$ cat src/rtl/pipeline_control_sequencer_pkg.sv
// Shared indices, widths and stage encoding for the pipeline control sequencer.
package pipeline_control_sequencer_pkg;

    localparam int unsigned STAGE_COUNT  = 5;
    localparam int unsigned OPCODE_COUNT = 12;
    localparam int unsigned GROUP_COUNT  = 8;
    localparam int unsigned SIGNAL_COUNT = 9;

    // Bit positions inside pipeline_stage.
    typedef enum int unsigned {
        STAGE_IF  = 0,
        STAGE_ID  = 1,
        STAGE_EX  = 2,
        STAGE_MEM = 3,
        STAGE_WB  = 4
    } stage_idx_e;

    // Bit positions inside opcode_type (one-hot).
    typedef enum int unsigned {
        TYPE_NOP   = 0,
        TYPE_ADD   = 1,
        TYPE_SUB   = 2,
        TYPE_LDI   = 3,
        TYPE_LD    = 4,
        TYPE_ST    = 5,
        TYPE_PUSH  = 6,
        TYPE_POP   = 7,
        TYPE_RCALL = 8,
        TYPE_RET   = 9,
        TYPE_IN    = 10,
        TYPE_OUT   = 11
    } type_idx_e;

    // Bit positions inside opcode_group; one instruction may carry several.
    typedef enum int unsigned {
        GROUP_READ_RD  = 0,
        GROUP_READ_RR  = 1,
        GROUP_WRITE_RD = 2,
        GROUP_LOAD     = 3,
        GROUP_STORE    = 4,
        GROUP_IO_READ  = 5,
        GROUP_IO_WRITE = 6,
        GROUP_ALU_AUX  = 7
    } group_idx_e;

    // Bit positions inside the signals bus.
    typedef enum int unsigned {
        CONTROL_RR_READ   = 0,
        CONTROL_RD_READ   = 1,
        CONTROL_RD_WRITE  = 2,
        CONTROL_MEM_READ  = 3,
        CONTROL_MEM_WRITE = 4,
        CONTROL_IO_READ   = 5,
        CONTROL_IO_WRITE  = 6,
        CONTROL_POSTDEC   = 7,
        CONTROL_PREINC    = 8
    } control_idx_e;

    // FSM state is the one-hot stage itself, so pipeline_stage comes straight from the register.
    typedef enum logic [STAGE_COUNT-1:0] {
        StIf  = 5'b00001,
        StId  = 5'b00010,
        StEx  = 5'b00100,
        StMem = 5'b01000,
        StWb  = 5'b10000
    } stage_e;

endpackage

$ cat src/rtl/pipeline_control_sequencer_if.sv
// Handshake bundle between the core front end (master) and the stage sequencer (slave).
interface pipeline_control_sequencer_if #(
    parameter int unsigned CYCLE_W = 2
) ();
    import pipeline_control_sequencer_pkg::*;

    logic                    instr_valid;
    logic [OPCODE_COUNT-1:0] opcode_type;
    logic [GROUP_COUNT-1:0]  opcode_group;
    logic                    stall;
    logic                    flush;
    logic [STAGE_COUNT-1:0]  pipeline_stage;
    logic [CYCLE_W-1:0]      cycle_count;
    logic [SIGNAL_COUNT-1:0] signals;
    logic                    instr_done;
    logic                    busy;

    modport master (
        output instr_valid, opcode_type, opcode_group, stall, flush,
        input  pipeline_stage, cycle_count, signals, instr_done, busy
    );

    modport slave (
        input  instr_valid, opcode_type, opcode_group, stall, flush,
        output pipeline_stage, cycle_count, signals, instr_done, busy
    );

endinterface

$ cat src/rtl/pipeline_control_sequencer_decoder.sv
// Purely combinational decode of stage, cycle index and latched opcode into the control bus.
module pipeline_control_sequencer_decoder
    import pipeline_control_sequencer_pkg::*;
#(
    parameter int unsigned CYCLE_W        = 2,
    parameter int unsigned CALL_MEM_CYC   = 2,
    parameter int unsigned IO_EARLY_WRITE = 1
) (
    input  stage_e                  stage,
    input  logic [CYCLE_W-1:0]      cycle_count,
    input  logic [OPCODE_COUNT-1:0] opcode_type,
    input  logic [GROUP_COUNT-1:0]  opcode_group,
    output logic [SIGNAL_COUNT-1:0] signals
);

    localparam bit EarlyWrite = (IO_EARLY_WRITE != 0);

    logic in_if, in_id, in_ex, in_mem, in_wb;
    logic aux;
    logic ret_mem_preinc;

    assign in_if  = (stage == StIf);
    assign in_id  = (stage == StId);
    assign in_ex  = (stage == StEx);
    assign in_mem = (stage == StMem);
    assign in_wb  = (stage == StWb);
    assign aux    = opcode_group[GROUP_ALU_AUX];

    // RET keeps pre-incrementing SP on every MEM cycle except the last one.
    assign ret_mem_preinc = (32'(cycle_count) + 32'd1) < CALL_MEM_CYC;

    // Types that only reach the decoder through their group bits.
    logic unused_type;
    assign unused_type = ^{opcode_type[TYPE_NOP], opcode_type[TYPE_ADD], opcode_type[TYPE_SUB],
                           opcode_type[TYPE_LDI], opcode_type[TYPE_LD], opcode_type[TYPE_ST],
                           opcode_type[TYPE_IN], opcode_type[TYPE_OUT]};

    // Control bus decode; everything is zero in IF so bubbles drive nothing.
    always_comb begin
        signals = '0;
        signals[CONTROL_RR_READ]   = in_id & opcode_group[GROUP_READ_RR];
        signals[CONTROL_RD_READ]   = in_id & opcode_group[GROUP_READ_RD];
        signals[CONTROL_RD_WRITE]  = in_wb & opcode_group[GROUP_WRITE_RD];
        signals[CONTROL_MEM_READ]  = in_mem & opcode_group[GROUP_LOAD];
        signals[CONTROL_MEM_WRITE] = in_mem & opcode_group[GROUP_STORE];
        signals[CONTROL_IO_READ]   = ~in_if & opcode_group[GROUP_IO_READ];
        // Aux writes move to EX when early; never let one instruction write IO twice.
        if (EarlyWrite) begin
            signals[CONTROL_IO_WRITE] = (in_ex & aux) |
                                        (in_wb & opcode_group[GROUP_IO_WRITE] & ~aux);
        end else begin
            signals[CONTROL_IO_WRITE] = in_wb & (opcode_group[GROUP_IO_WRITE] | aux);
        end
        signals[CONTROL_POSTDEC]   = in_mem & (opcode_type[TYPE_PUSH] | opcode_type[TYPE_RCALL]);
        signals[CONTROL_PREINC]    = (in_ex & (opcode_type[TYPE_POP] | opcode_type[TYPE_RET])) |
                                     (in_mem & opcode_type[TYPE_RET] & ret_mem_preinc);
    end

endmodule

$ cat src/rtl/pipeline_control_sequencer.sv
// Multi-cycle IF->ID->EX->MEM->WB sequencer with per-stage cycle counter, stall and flush.
module pipeline_control_sequencer
    import pipeline_control_sequencer_pkg::*;
#(
    parameter int unsigned CYCLE_W        = 2,
    parameter int unsigned CALL_MEM_CYC   = 2,
    parameter int unsigned IO_EARLY_WRITE = 1
) (
    input logic                         clk,
    input logic                         reset,
    pipeline_control_sequencer_if.slave bus
);

    localparam logic [CYCLE_W-1:0] CallLast = CYCLE_W'(CALL_MEM_CYC - 1);

    stage_e                  stage_q;
    logic [CYCLE_W-1:0]      cycle_q;
    logic [CYCLE_W-1:0]      mem_last;
    logic [OPCODE_COUNT-1:0] type_q;
    logic [GROUP_COUNT-1:0]  group_q;

    assign mem_last = (type_q[TYPE_RCALL] | type_q[TYPE_RET]) ? CallLast : '0;

    // Stage FSM, cycle counter and opcode latch; flush beats stall, both are no-ops in IF.
    always_ff @(posedge clk or negedge reset) begin
        if (!reset) begin
            stage_q <= StIf;
            cycle_q <= '0;
            type_q  <= '0;
            group_q <= '0;
        end else if (bus.flush && (stage_q != StIf)) begin
            stage_q <= StIf;
            cycle_q <= '0;
        end else if (!bus.stall) begin
            unique case (stage_q)
                StIf: begin
                    if (bus.instr_valid) begin
                        type_q  <= bus.opcode_type;
                        group_q <= bus.opcode_group;
                        stage_q <= StId;
                    end
                end
                StId: stage_q <= StEx;
                StEx: begin
                    stage_q <= StMem;
                    cycle_q <= '0;
                end
                StMem: begin
                    if (cycle_q == mem_last) begin
                        stage_q <= StWb;
                        cycle_q <= '0;
                    end else begin
                        cycle_q <= cycle_q + 1'b1;
                    end
                end
                StWb: stage_q <= StIf;
                default: begin
                    stage_q <= StIf;
                    cycle_q <= '0;
                end
            endcase
        end
    end

    pipeline_control_sequencer_decoder #(
        .CYCLE_W        (CYCLE_W),
        .CALL_MEM_CYC   (CALL_MEM_CYC),
        .IO_EARLY_WRITE (IO_EARLY_WRITE)
    ) u_decoder (
        .stage        (stage_q),
        .cycle_count  (cycle_q),
        .opcode_type  (type_q),
        .opcode_group (group_q),
        .signals      (bus.signals)
    );

    assign bus.pipeline_stage = stage_q;
    assign bus.cycle_count    = cycle_q;
    assign bus.busy           = (stage_q != StIf);
    // Completion is only known once this cycle's stall/flush are seen, hence combinational.
    assign bus.instr_done     = (stage_q == StWb) & ~bus.stall & ~bus.flush;

endmodule

$ cat src/flat_wrapper.sv
// flat-port wrapper written by rule: the top's interface ports become plain ports
module pipeline_control_sequencer_flat import pipeline_control_sequencer_pkg::*;
#(
    parameter int unsigned CYCLE_W        = 2,
    parameter int unsigned CALL_MEM_CYC   = 2,
    parameter int unsigned IO_EARLY_WRITE = 1
)
  (clk, reset, bus_instr_valid, bus_opcode_type, bus_opcode_group, bus_stall, bus_flush, bus_pipeline_stage, bus_cycle_count, bus_signals, bus_instr_done, bus_busy);
  pipeline_control_sequencer_if #(.CYCLE_W(CYCLE_W)) bus_i ();
  input logic clk;
  input logic reset;
  input wire logic [$bits(bus_i.instr_valid)-1:0] bus_instr_valid;
  input wire logic [$bits(bus_i.opcode_type)-1:0] bus_opcode_type;
  input wire logic [$bits(bus_i.opcode_group)-1:0] bus_opcode_group;
  input wire logic [$bits(bus_i.stall)-1:0] bus_stall;
  input wire logic [$bits(bus_i.flush)-1:0] bus_flush;
  output wire logic [$bits(bus_i.pipeline_stage)-1:0] bus_pipeline_stage;
  output wire logic [$bits(bus_i.cycle_count)-1:0] bus_cycle_count;
  output wire logic [$bits(bus_i.signals)-1:0] bus_signals;
  output wire logic [$bits(bus_i.instr_done)-1:0] bus_instr_done;
  output wire logic [$bits(bus_i.busy)-1:0] bus_busy;
  assign bus_i.instr_valid = bus_instr_valid;
  assign bus_i.opcode_type = bus_opcode_type;
  assign bus_i.opcode_group = bus_opcode_group;
  assign bus_i.stall = bus_stall;
  assign bus_i.flush = bus_flush;
  assign bus_pipeline_stage = bus_i.pipeline_stage;
  assign bus_cycle_count = bus_i.cycle_count;
  assign bus_signals = bus_i.signals;
  assign bus_instr_done = bus_i.instr_done;
  assign bus_busy = bus_i.busy;
  pipeline_control_sequencer #(.CYCLE_W(CYCLE_W), .CALL_MEM_CYC(CALL_MEM_CYC), .IO_EARLY_WRITE(IO_EARLY_WRITE)) u_core (.clk(clk), .reset(reset), .bus(bus_i));
endmodule
$ cat config.mk
export PLATFORM = sky130hd
export DESIGN_NAME = pipeline_control_sequencer_flat
export DESIGN_NICKNAME = d
export VERILOG_FILES = /design/src/rtl/pipeline_control_sequencer_pkg.sv /design/src/rtl/pipeline_control_sequencer_if.sv /design/src/rtl/pipeline_control_sequencer_decoder.sv /design/src/rtl/pipeline_control_sequencer.sv /design/src/flat_wrapper.sv
export SDC_FILE = /design/constraint.sdc
export NUM_CORES = 1
export LEC_CHECK = 0
export BUFFER_PORTS_ARGS = -buffer_cell sky130_fd_sc_hd__buf_4
export CAP_MARGIN = 20
export CORE_MARGIN = 2
export CORE_UTILIZATION = 45
export CTS_CLUSTER_SIZE = 10
export DETAILED_ROUTE_END_ITERATION = 10
export PLACE_DENSITY = 0.75
export SKIP_CTS_REPAIR_TIMING = 1
export SLEW_MARGIN = 0
export SYNTH_ARGS = -nofsm -noshare
export SYNTH_HDL_FRONTEND = slang
export SYNTH_SLANG_ARGS = --single-unit
$ cat constraint.sdc
create_clock -name clk -period 2.4 [get_ports clk]
set_clock_uncertainty 0.05 [all_clocks]
set_input_delay 0.12 -clock clk [delete_from_list [all_inputs] [get_ports clk]]
set_output_delay 0.12 -clock clk [all_outputs]
set_load 0.05 [all_outputs]
==> summary.md <==
| Metric | Value |
|---|---|
| TritonCTS Sinks | `19` |
| Initial antenna violation count | `0` |
| Switching Share | `0.420` |
| Maximum clock frequency | `473 MHz` |
| Crit path kind | `reg2reg` |
| Comb power frac | `0.522` |
| Worst Path Max Fanout | `13` |
| Fillers | `between 150 and 200` |
| # nets final | `around 170` |
| Vias in the first global route | `between 800 and 900` |
| Rows | `17` |
| Crit end category | `register` |
| Final ANT Viol Nets | `0` |
| Relative slew margins | `0.531` |
| Final critical-path share of the clock period | `0.881` |
| Cell taking the most area after synthesis | `dfrtp_1` |
| CTS tree | `done` |
| DIE WIDTH | `approximately 53 um` |
| Netlist cell types | `37` |
| Worst hold endpoint | `u_core.type_q[6]` |
| GR Layer Usage met3 | `0.0339` |
| Top Ports | `43` |
| Residual DRC | `0` |
| Data arrival time of the worst path | `between 2000 and 2500 ps` |
| Slew Viols, Final | `0` |
| Slowest cell delay on critical path | `between 600 and 700 ps` |
| Syn Nets | `119` |
| DP HPWL | `approximately 1700 um` |
| Post-Synthesis Cells | `93` |
| Pin count of the biggest net entering global routing | `20` |
| CTS H-Tree Depth | `1` |
| Sequential power share | `0.370` |
| Core area | `between 0.002 and 0.0025 sq mm` |
| Clock slew at reported path FFs | `110 ps` |
| Vias | `910` |
| Commonest non-fill, non-tap cell in the layout | `buf_4` |
| Place WS | `about 280 ps` |
| Hold Path Class | `in2reg` |
| Antenna Cells | `0` |
| Final Hold Vio Count | `2` |
| Pwr Density | `1010 mW/mm^2` |
| GR met2 Demand/Resource | `0.317` |
| Max Cap Violations | `0` |
| EDFF count, synth | `0` |
| Status | `complete, but fails checks` |
| Sequential area share after synthesis | `0.443` |
| Total grt overflow | `0` |
| DR iter-0 viols | `8` |
| Setup crit start kind | `register` |
| Setup Viol. Count Final | `0` |
| Reg area | `477 sq um` |
| Starting Density | `0.482` |
| Dominant synthesized flop cell | `dfrtp_1` |
| Final min period | `2120 ps` |
| Yosys reg bits | `19` |
| WL final | `between 2000 and 2500 um` |
| Synth Area per Inst | `roughly 12 sq um` |
| First-pass GRT wire length | `roughly 3700 um` |
| Crit Reg-Reg Startpoint | `u_core.bus.pipeline_stage[0]` |
| Clk network pwr share | `0.109` |
| Maximum vdd drop | `between 0.0006 and 0.0007 V` |
| Synth top area cells | `dfrtp_1 42%, mux2_4 13%, a21bo_2 3.7%` |
| Max Buffers Root-to-Sink | `2` |
| Vias per inst | `5.35` |
| FFs w/ async S/R, synth | `1.00` |
| WP data required | `~2600 ps` |
| Root buf cell | `clkbuf_4` |
| Area grow syn2layout | `38.6%` |
| Reg-to-reg slack, setup | `about 280 ps` |
| Met1 usage | `0.236` |
| Placer Congestion | `about 0.83` |
| Dpl cells | `155` |
| Least-Margin Pin Slew | `approximately 700 ps` |
| Top-area cell type share of the netlist area | `0.418` |
| Non-filler cells, final | `between 150 and 200` |
| WHS Path Cells | `2` |
| Yosys Warn Count | `0` |
| Critical path's top delay family | `simple AND/OR/NAND/NOR gates` |
| Internal | `0.878 mW` |
| Crit-path cells | `and2b_1, nand2_2, or3_1, mux2_4` |
| TritonCTS buffer count | `3` |
| Fin worst setup slack | `between 200 and 300 ps` |
| Setup tns final | `0 ps` |
| Hold path start | `bus_opcode_type[6]` |
| Final hold slack | `-6.07 ps` |
| Share of cells above drive strength 1 | `0.415` |
| Cell at the slowest stage of the critical path | `or3_1` |
| Die Height | `between 50 and 60 um` |
| Violated checks | `hold timing` |
| Synthesized area | `0.00108 sq mm` |
| RSZ-0062 raised after global routing | `no` |
| Most frequent cells in the layout | `36 x buf_4, 18 x dfrtp_1, 11 x dlygate4sd3_1` |
| GRT busiest layer | `met2` |
| Router iterations before antenna repair | `4` |
| Total GRT Usage | `0.186` |
| Wire per inst | `14.1 um` |
| Worst r2r path cells | `4` |
| PortBufs | `34` |
| Die area | `0.00280 sq mm` |
| Capture point of the worst reg-to-reg path | `u_core.group_q[3]` |
| Leakage Power | `~0.74 nW` |
| Area of the multi-input gates | `between 500 and 600 sq um` |
| Sw Pwr | `about 0.63 mW` |
| Later-pin clock latency in the skew report | `300 ps` |
| Worst Path Buf+Inv | `0` |
[registers in the layout, summed over array words and instances, names as in the netlist]
signal                     cells
u_core.group_q                 8
u_core.bus.pipeline_stage      5
u_core.type_q                  4
u_core.bus.cycle_count         2
[kinds of logic after synthesis]
| family | after synthesis | synth area share |
|---|---|---|
| AND/OR/NAND/NOR | 30 | 0.173 |
| AO/OA/AOI/OAI | 22 | 0.157 |
| flip-flops | 19 | 0.443 |
| multiplexers | 13 | 0.166 |
| buffers and inverters | 8 | 0.0499 |
| adder cells (fa/ha/maj) | 1 | 0.0116 |
[worst reg2reg max path, stage by stage (launching register included)]
cell,delay [ps]
dfstp_2,600
and2b_1,250
nand2_2,80
or3_1,620
mux2_4,410
[cells in the mapped netlist (2+ instances only)]
cell type   n
o41ai_1     2
a21bo_2     4
nand2_1     3
a21oi_1     3
mux2_2      3
dfrtp_1    18
o21ai_0     2
nand4_1     2
and2_1      6
or3_1       2
o311ai_0    3
and2b_1     2
mux2_4      9
and3_1      3
nor2_1      4
inv_1       6
[worst max-delay path by stage]
stage	from	to	slack, ps	depth (start not counted)
floorplan	u_core.bus.pipeline_stage[4]	bus_signals[6]	110	4
global placement	u_core.bus.pipeline_stage[0]	u_core.group_q[3]	320	4
detailed placement	u_core.bus.pipeline_stage[0]	u_core.group_q[3]	280	4
CTS	u_core.bus.pipeline_stage[0]	u_core.group_q[3]	270	4
global route	u_core.bus.pipeline_stage[0]	u_core.type_q[8]	140	4
finish	u_core.bus.pipeline_stage[0]	u_core.group_q[3]	280	4
[power groups by stage]
| stage | clock, mW | combinational, mW | sequential [mW] |
|---|---|---|---|
| global route | 0.183 | 0.848 | 0.577 |
| detailed placement | 0 | 0.774 | 0.566 |
| finish | 0.165 | 0.789 | 0.559 |
| floorplan | 0 | 0.513 | 0.621 |
| global placement | 0 | 0.757 | 0.555 |
| CTS | 0.164 | 0.777 | 0.560 |
[final cells by class]
| cell class | count | share of cell area |
|---|---|---|
| Clock buffer | 4 | 0.0176 |
| Timing Repair Buffer | 47 | 0.255 |
| Tap cell | 28 | 0.0235 |
| Sequential cell | 19 | 0.319 |
| Multi-Input combinational cell | 66 | 0.370 |
| Inverter | 6 | 0.0151 |
[metrics by stage]
stage           util  power (mW)  instance area, sq um
2_1_floorplan      -        1.13                  1080
4_1_cts        0.619        1.50                  1380
5_1_grt        0.668        1.61                  1490
3_3_place_gp   0.607        1.31                  1360
6_report       0.668        1.51                  1490
3_5_place_dp   0.607        1.34                  1360
[routing by layer]
layer  part of all wire  routed length, um
met1               0.44               1050
met2               0.51               1210
met3              0.045                108
met4              0.013                 30
met5                  0                  0
(Power assumes the default switching activity.)
